===== src/rtl/imem_responder.sv =====
// Instruction-memory responder: byte-wide program store with a load port,
// serving 32-bit little-endian fetches assembled from four sequential byte reads.
module imem_responder #(
  parameter int DEPTH = 64,
  parameter int AW    = 32
) (
  input  logic          clk,
  input  logic          rst_n,
  input  logic          load_en,
  input  logic [AW-1:0] load_addr,
  input  logic [7:0]    load_data,
  input  logic          req_valid,
  output logic          req_ready,
  input  logic [AW-1:0] req_addr,
  output logic          rsp_valid,
  input  logic          rsp_ready,
  output logic [31:0]   rsp_data,
  output logic          rsp_err,
  output logic          rsp_halt
);

  localparam int IW = (DEPTH > 1) ? $clog2(DEPTH) : 1;

  localparam logic [1:0] ST_IDLE  = 2'd0;
  localparam logic [1:0] ST_FETCH = 2'd1;
  localparam logic [1:0] ST_RESP  = 2'd2;

  logic [1:0]    state;
  logic [1:0]    beat;
  logic [IW-1:0] base;
  logic [31:0]   data;
  logic          err;
  logic          halt;

  logic [7:0]    mem [DEPTH];

  logic          misaligned;
  logic          out_of_range;
  logic          accept;
  logic          load_hit;
  logic [IW-1:0] wr_idx;
  logic [IW-1:0] rd_idx;
  logic [7:0]    rd_byte;

  // a+3 is formed one bit wider than the address so requests near 2^AW cannot alias low.
  assign out_of_range = ({1'b0, req_addr} + (AW+1)'(3)) >= (AW+1)'(DEPTH);
  assign misaligned   = (req_addr[1:0] != 2'b00);

  assign req_ready = rst_n && (state == ST_IDLE) && !load_en;
  assign accept    = req_valid && req_ready;

  assign load_hit = load_en && (load_addr < AW'(DEPTH));
  assign wr_idx   = load_addr[IW-1:0];

  // Only in-range aligned requests reach FETCH, so the low index bits suffice.
  assign rd_idx  = base + IW'(beat);
  assign rd_byte = mem[rd_idx];

  always_ff @(posedge clk or negedge rst_n) begin
    if (!rst_n) begin
      for (int unsigned i = 0; i < DEPTH; i++) begin
        mem[i] <= '0;
      end
    end else if (load_hit) begin
      mem[wr_idx] <= load_data;
    end
  end

  always_ff @(posedge clk or negedge rst_n) begin
    if (!rst_n) begin
      state <= ST_IDLE;
      beat  <= '0;
      base  <= '0;
      data  <= '0;
      err   <= 1'b0;
      halt  <= 1'b0;
    end else begin
      case (state)
        ST_IDLE: begin
          if (accept) begin
            base <= req_addr[IW-1:0];
            beat <= '0;
            data <= '0;
            halt <= 1'b0;
            if (misaligned || out_of_range) begin
              err   <= 1'b1;
              state <= ST_RESP;
            end else begin
              err   <= 1'b0;
              state <= ST_FETCH;
            end
          end
        end
        ST_FETCH: begin
          // Reads sample the array before any same-edge load write lands.
          data[{beat, 3'b000} +: 8] <= rd_byte;
          beat <= beat + 2'd1;
          if (beat == 2'd3) begin
            state <= ST_RESP;
            halt  <= ({rd_byte, data[23:0]} == 32'h0);
          end
        end
        ST_RESP: begin
          if (rsp_ready) begin
            state <= ST_IDLE;
            data  <= '0;
            err   <= 1'b0;
            halt  <= 1'b0;
          end
        end
        default: state <= ST_IDLE;
      endcase
    end
  end

  assign rsp_valid = (state == ST_RESP);
  assign rsp_data  = data;
  assign rsp_err   = err;
  assign rsp_halt  = halt;

endmodule

===== config.mk =====
export PLATFORM = sky130hd
export DESIGN_NAME = imem_responder
export DESIGN_NICKNAME = d
export VERILOG_FILES = /design/src/rtl/imem_responder.sv
export SDC_FILE = /design/constraint.sdc
export NUM_CORES = 1
export LEC_CHECK = 0
export CAP_MARGIN = 30
export CORE_ASPECT_RATIO = 2
export CORE_MARGIN = 5
export CORE_UTILIZATION = 63
export CTS_BUF_LIST = sky130_fd_sc_hd__clkbuf_4 sky130_fd_sc_hd__clkbuf_8
export CTS_CLUSTER_SIZE = 14
export DETAILED_ROUTE_END_ITERATION = 8
export PLACE_DENSITY = 0.89
export SETUP_SLACK_MARGIN = 0.02
export SYNTH_ARGS = -nofsm -noshare
export SYNTH_HDL_FRONTEND = slang
export SYNTH_SLANG_ARGS = --single-unit

===== constraint.sdc =====
create_clock -name clk -period 4.56 [get_ports clk]
set_input_delay 0.912 -clock clk [delete_from_list [all_inputs] [get_ports clk]]
set_output_delay 0.912 -clock clk [all_outputs]
set_load 0.01 [all_outputs]

==> reports/summary.md, run 1 <==
Combined buffer and inverter count along the critical path: 2. In the global route stage, met2 resource usage came out at 52.9%. The largest single stage delay on the critical path is 1.03 ns.

In this run the tool buffered the top-level ports with 112 buffer cells. Setup violations remaining at the end of the flow were counted as 0. Registers are responsible for 47.9% of the overall power.

From synthesis to final layout, the design area changed by 13.8%. In the final layout, the share of cells above drive strength 1 is 43.7%. The transition time at the pin with the least slew margin was 0.995 ns; the worst slew margin relative to its limit was 33.3%. Grouping stages by cell kind, the critical path spends the most delay in adder cells. The adder-cell share of the synthesized area came out at 0.363%. The mean instance size in the synthesized netlist was 14.6 µm²; the worst slack at placement was 0.235 ns. The post-synth net total is 1,874, and the share of total power consumed by net switching is 26.7%.

For the sequential-to-total area share from yosys stat, the log shows 53.1%. Worst-path maximum fanout: 33. The H-tree was split into 3 levels. The logs give 0 for the final number of max-transition violations and 38.0% for the clock share of power. The clock-pin transition on the worst setup and hold timing paths works out to 0.07 ns. The tools report the clock skew after layout as 0.0223 ns.

In the layout the commonest cells are sky130_fd_sc_hd__dfrtp_1, sky130_fd_sc_hd__mux2_2, sky130_fd_sc_hd__mux4_2. Dividing the detail-routed wire length by the instance count gives 28.0 µm. After detailed routing, the number of vias per cell comes to 6.72.

The worst endpoint required time was 5.11 ns. In this run the power spent charging and discharging nets is 2.77 mW. Counting every sink on the clock net gives 556.

The run gives 0.000192 V as the peak supply drop. During synthesis, Yosys emitted a total of 0 warnings. After the flow finishes, the layout carries non-filler instances totaling 2,510. The path class of the tightest hold or removal check is in2async.

Synthesis handed over a netlist of 1,790 instances. Once the floorplan was initialized, standard cells occupied 63.7% of the core. Setup repair after global routing left no endpoint under its margin. After detailed routing, the total wire length is 70,200 µm. Count of flip-flops with a built-in enable after synthesis: 0. In this run, CTS created clock tree buffers numbering 73. By area, the combinational part of the netlist is dominated by multiplexers.

The run gives 14.1% as the share of power burned in combinational logic. The number of synthesized register bits was 556. The library cell used most frequently in the layout, excluding fill and tap cells, is sky130_fd_sc_hd__dfrtp_1. In this run the count of I/O pins placed on the die edge is 113. After global routing the overflow that remains totals 0. The maximum clock frequency was 225 MHz; the number of antenna violations at the first check in global routing was 1. By instance count, the cell type seen most on the critical path is sky130_fd_sc_hd__buf_12. The number of global-route vias before repair was 18,710; the final worst slack was 0.117 ns.

The number of setup buffers added after CTS is 0. At the end of the flow the core is filled with cells to 72.5%. The floorplan step defined a die boundary enclosing 46,000 µm². The core region is 41,100 µm².

At the end of routability-driven placement, the weighted congestion stood at 0.934. TritonCTS built the clock tree. The clock period minus final worst setup slack is 4.44 ns.

In the synthesized netlist the async set-or-reset flop fraction comes to 100%. The completed layout was analyzed and its total power is 10.4 mW. Of the post-synthesis cell area, the part taken by muxes is 35.4%. The critical path goes through ha_4 -> fa_4 -> buf_12 -> buf_12 -> mux4_2 -> mux2i_1 -> o22a_1 -> nand4_1 -> or4_1 -> o31ai_2. The fraction of synthesized cell area in xor and xnor cells works out to 0.167%. At the worst endpoint, the arrival time is 5.00 ns. The die is 154 µm wide.

The first global-routing pass estimated 110,000 µm of wire. The internal power of the cells totals 7.62 mW. The dominant synthesized flop cell was sky130_fd_sc_hd__dfrtp_1. For the number of endpoints with negative hold slack in the final report, the log shows 0. The count of nets left with antenna violations once routing finished came out at 0. The distinct cell type count after synthesis was 65; the maximum clock path buffer count was 3. The synthesized netlist devotes 5.62% of its cell area to simple gates.

For this block, the initial DRC count from the detailed router was 1,388. The static power due to leakage is 14.4 nW, and the HPWL reported at the end of detailed placement is 47,300 µm. The total number of placement rows was 105.

At the later pin of the worst-skew pair, clock insertion delay measures 0.64 ns. The first TritonRoute pass finished after 7 iterations. For the number of remaining DRC errors, the log shows 0. In the final design database the tool counted 2,006 nets. Dividing total power by cell area gives a power density of 349 nW/µm².

In this run, post-CTS repair resized a total of 0 instances. Global routing consumed, on the met3 layer, 6.08% of the routing resources. The post-cts hold buffer count came out at 0. Clock tree synthesis selected as its root buffer the cell sky130_fd_sc_hd__clkbuf_8.

The element type at the critical path end is a flop. Setup total negative slack on the finished layout was measured at 0 ns. The run finished with clean final reports. The total track usage came out at 30.8%. The total standard cell area after synthesis was 26,200 µm². After detailed placement, the design holds a cell count of 2,378. STA classifies the critical path startpoint as a flop. For this block, the via count after detailed routing is 16,879. The part of the cycle the worst path needs is 97.4%. The critical path start-end classification was reg2reg.

Summing the areas of all compound-gate instances in the mapped netlist gives 2.95% of the synthesized area. Global-route layer with the greatest usage: met2. Entering global routing, the biggest net connects 171 pins. For this run, global-route usage on met1 was measured as 34.2%.

The vertical extent of the die was 298 µm; the reported max-cap violation count was 0. The slowest stage of the critical path belongs to the cell sky130_fd_sc_hd__fa_4.
## stage by stage
step / cell area [µm²] / hold slack, ns
after detailed placement: 28100 / 0.487
after CTS: 29700 / 0.175
after global placement: 28000 / 0.478
final: 29800 / 0.191
after global routing: 29800 / 0.193
after floorplan: 26200 / 0.470
## Yosys cell counts, drive strengths merged (3+ instances only)
cell / n / area, µm²
a211oi: 3 / 22.5
and4: 5 / 43.8
inv: 7 / 26.3
o22a: 9 / 78.8
or3: 4 / 25.0
clkbuf: 91 / 342
nand2: 71 / 267
o21ai: 12 / 60.1
mux4: 123 / 2840
or4: 4 / 30.0
ha: 6 / 75.1
nor2b: 12 / 75.1
nor4: 15 / 93.8
nor2: 51 / 191
a22o: 31 / 277
a21oi: 11 / 55.1
nand3: 23 / 115
mux2i: 54 / 541
nand2b: 11 / 68.8
o211ai: 3 / 22.5
buf: 45 / 253
nor3b: 15 / 113
and2: 3 / 18.8
nor3: 17 / 90.1
nand3b: 11 / 82.6
mux2: 524 / 5900
xnor2: 3 / 26.3
and3: 6 / 37.5
nand4: 23 / 144
dfrtp: 556 / 13900
o22ai: 3 / 25.0
## logic make-up after synthesis
family / count (synthesis)
mux: 701
simple gates: 280
flops: 556
compound gates: 98
xor+xnor: 5
fa+ha+maj: 7
buf+inv: 143
## per-layer routing
metal	up-vias	part of all wire (%)
met1	8762	34
met4	0	8.3
li1	6986	-
met2	851	52
met5	-	0
met3	280	6.4
## flip-flops by register name, summed over array words and instances (netlist names)
name	count
mem	512
rsp_data	32
base	6
beat	2
state	2
rsp_err	1
rsp_halt	1
## power groups by stage
| stage | logic [mW] | clock network [mW] | registers [mW] |
|---|---|---|---|
| global placement | 1.38 | 0 | 5.06 |
| floorplan | 0.911 | 0 | 5.05 |
| CTS | 1.43 | 3.98 | 4.97 |
| finish | 1.47 | 3.95 | 4.97 |
| detailed placement | 1.42 | 0 | 5.06 |
| global route | 1.54 | 4.21 | 4.97 |
## area by class of cell
class                           instances  area (µm²)
Sequential cell                       556       13900
Clock inverter                         21         203
Clock buffer                          106        1360
Antenna cell                            1        2.50
Inverter                                7        26.3
Tap cell                              535         669
Timing Repair Buffer                  193        1900
Fill cell                            2395       11300
Multi-Input combinational cell       1091       11700
## path summary, 6_finish.rpt
path,slack (ns),startpoint,end,cells after the start
setup / recovery,0.12,beat[0],rsp_halt,10
hold / removal,0.19,rst_n,mem[459],1
setup reg to reg,0.12,beat[0],rsp_halt,10
hold reg to reg,0.50,mem[210],mem[210],1
max in group asynchronous,2.62,rst_n,mem[126],4
min in group clk,0.50,mem[210],mem[210],1
(Power assumes the default switching activity.)
==> inputs of run 2 (changes only) <==
- SETUP_SLACK_MARGIN: 0.02 -> default
==> results of run 2 <==
No change in the layout: final DEF, timing and power equal those of run 1.
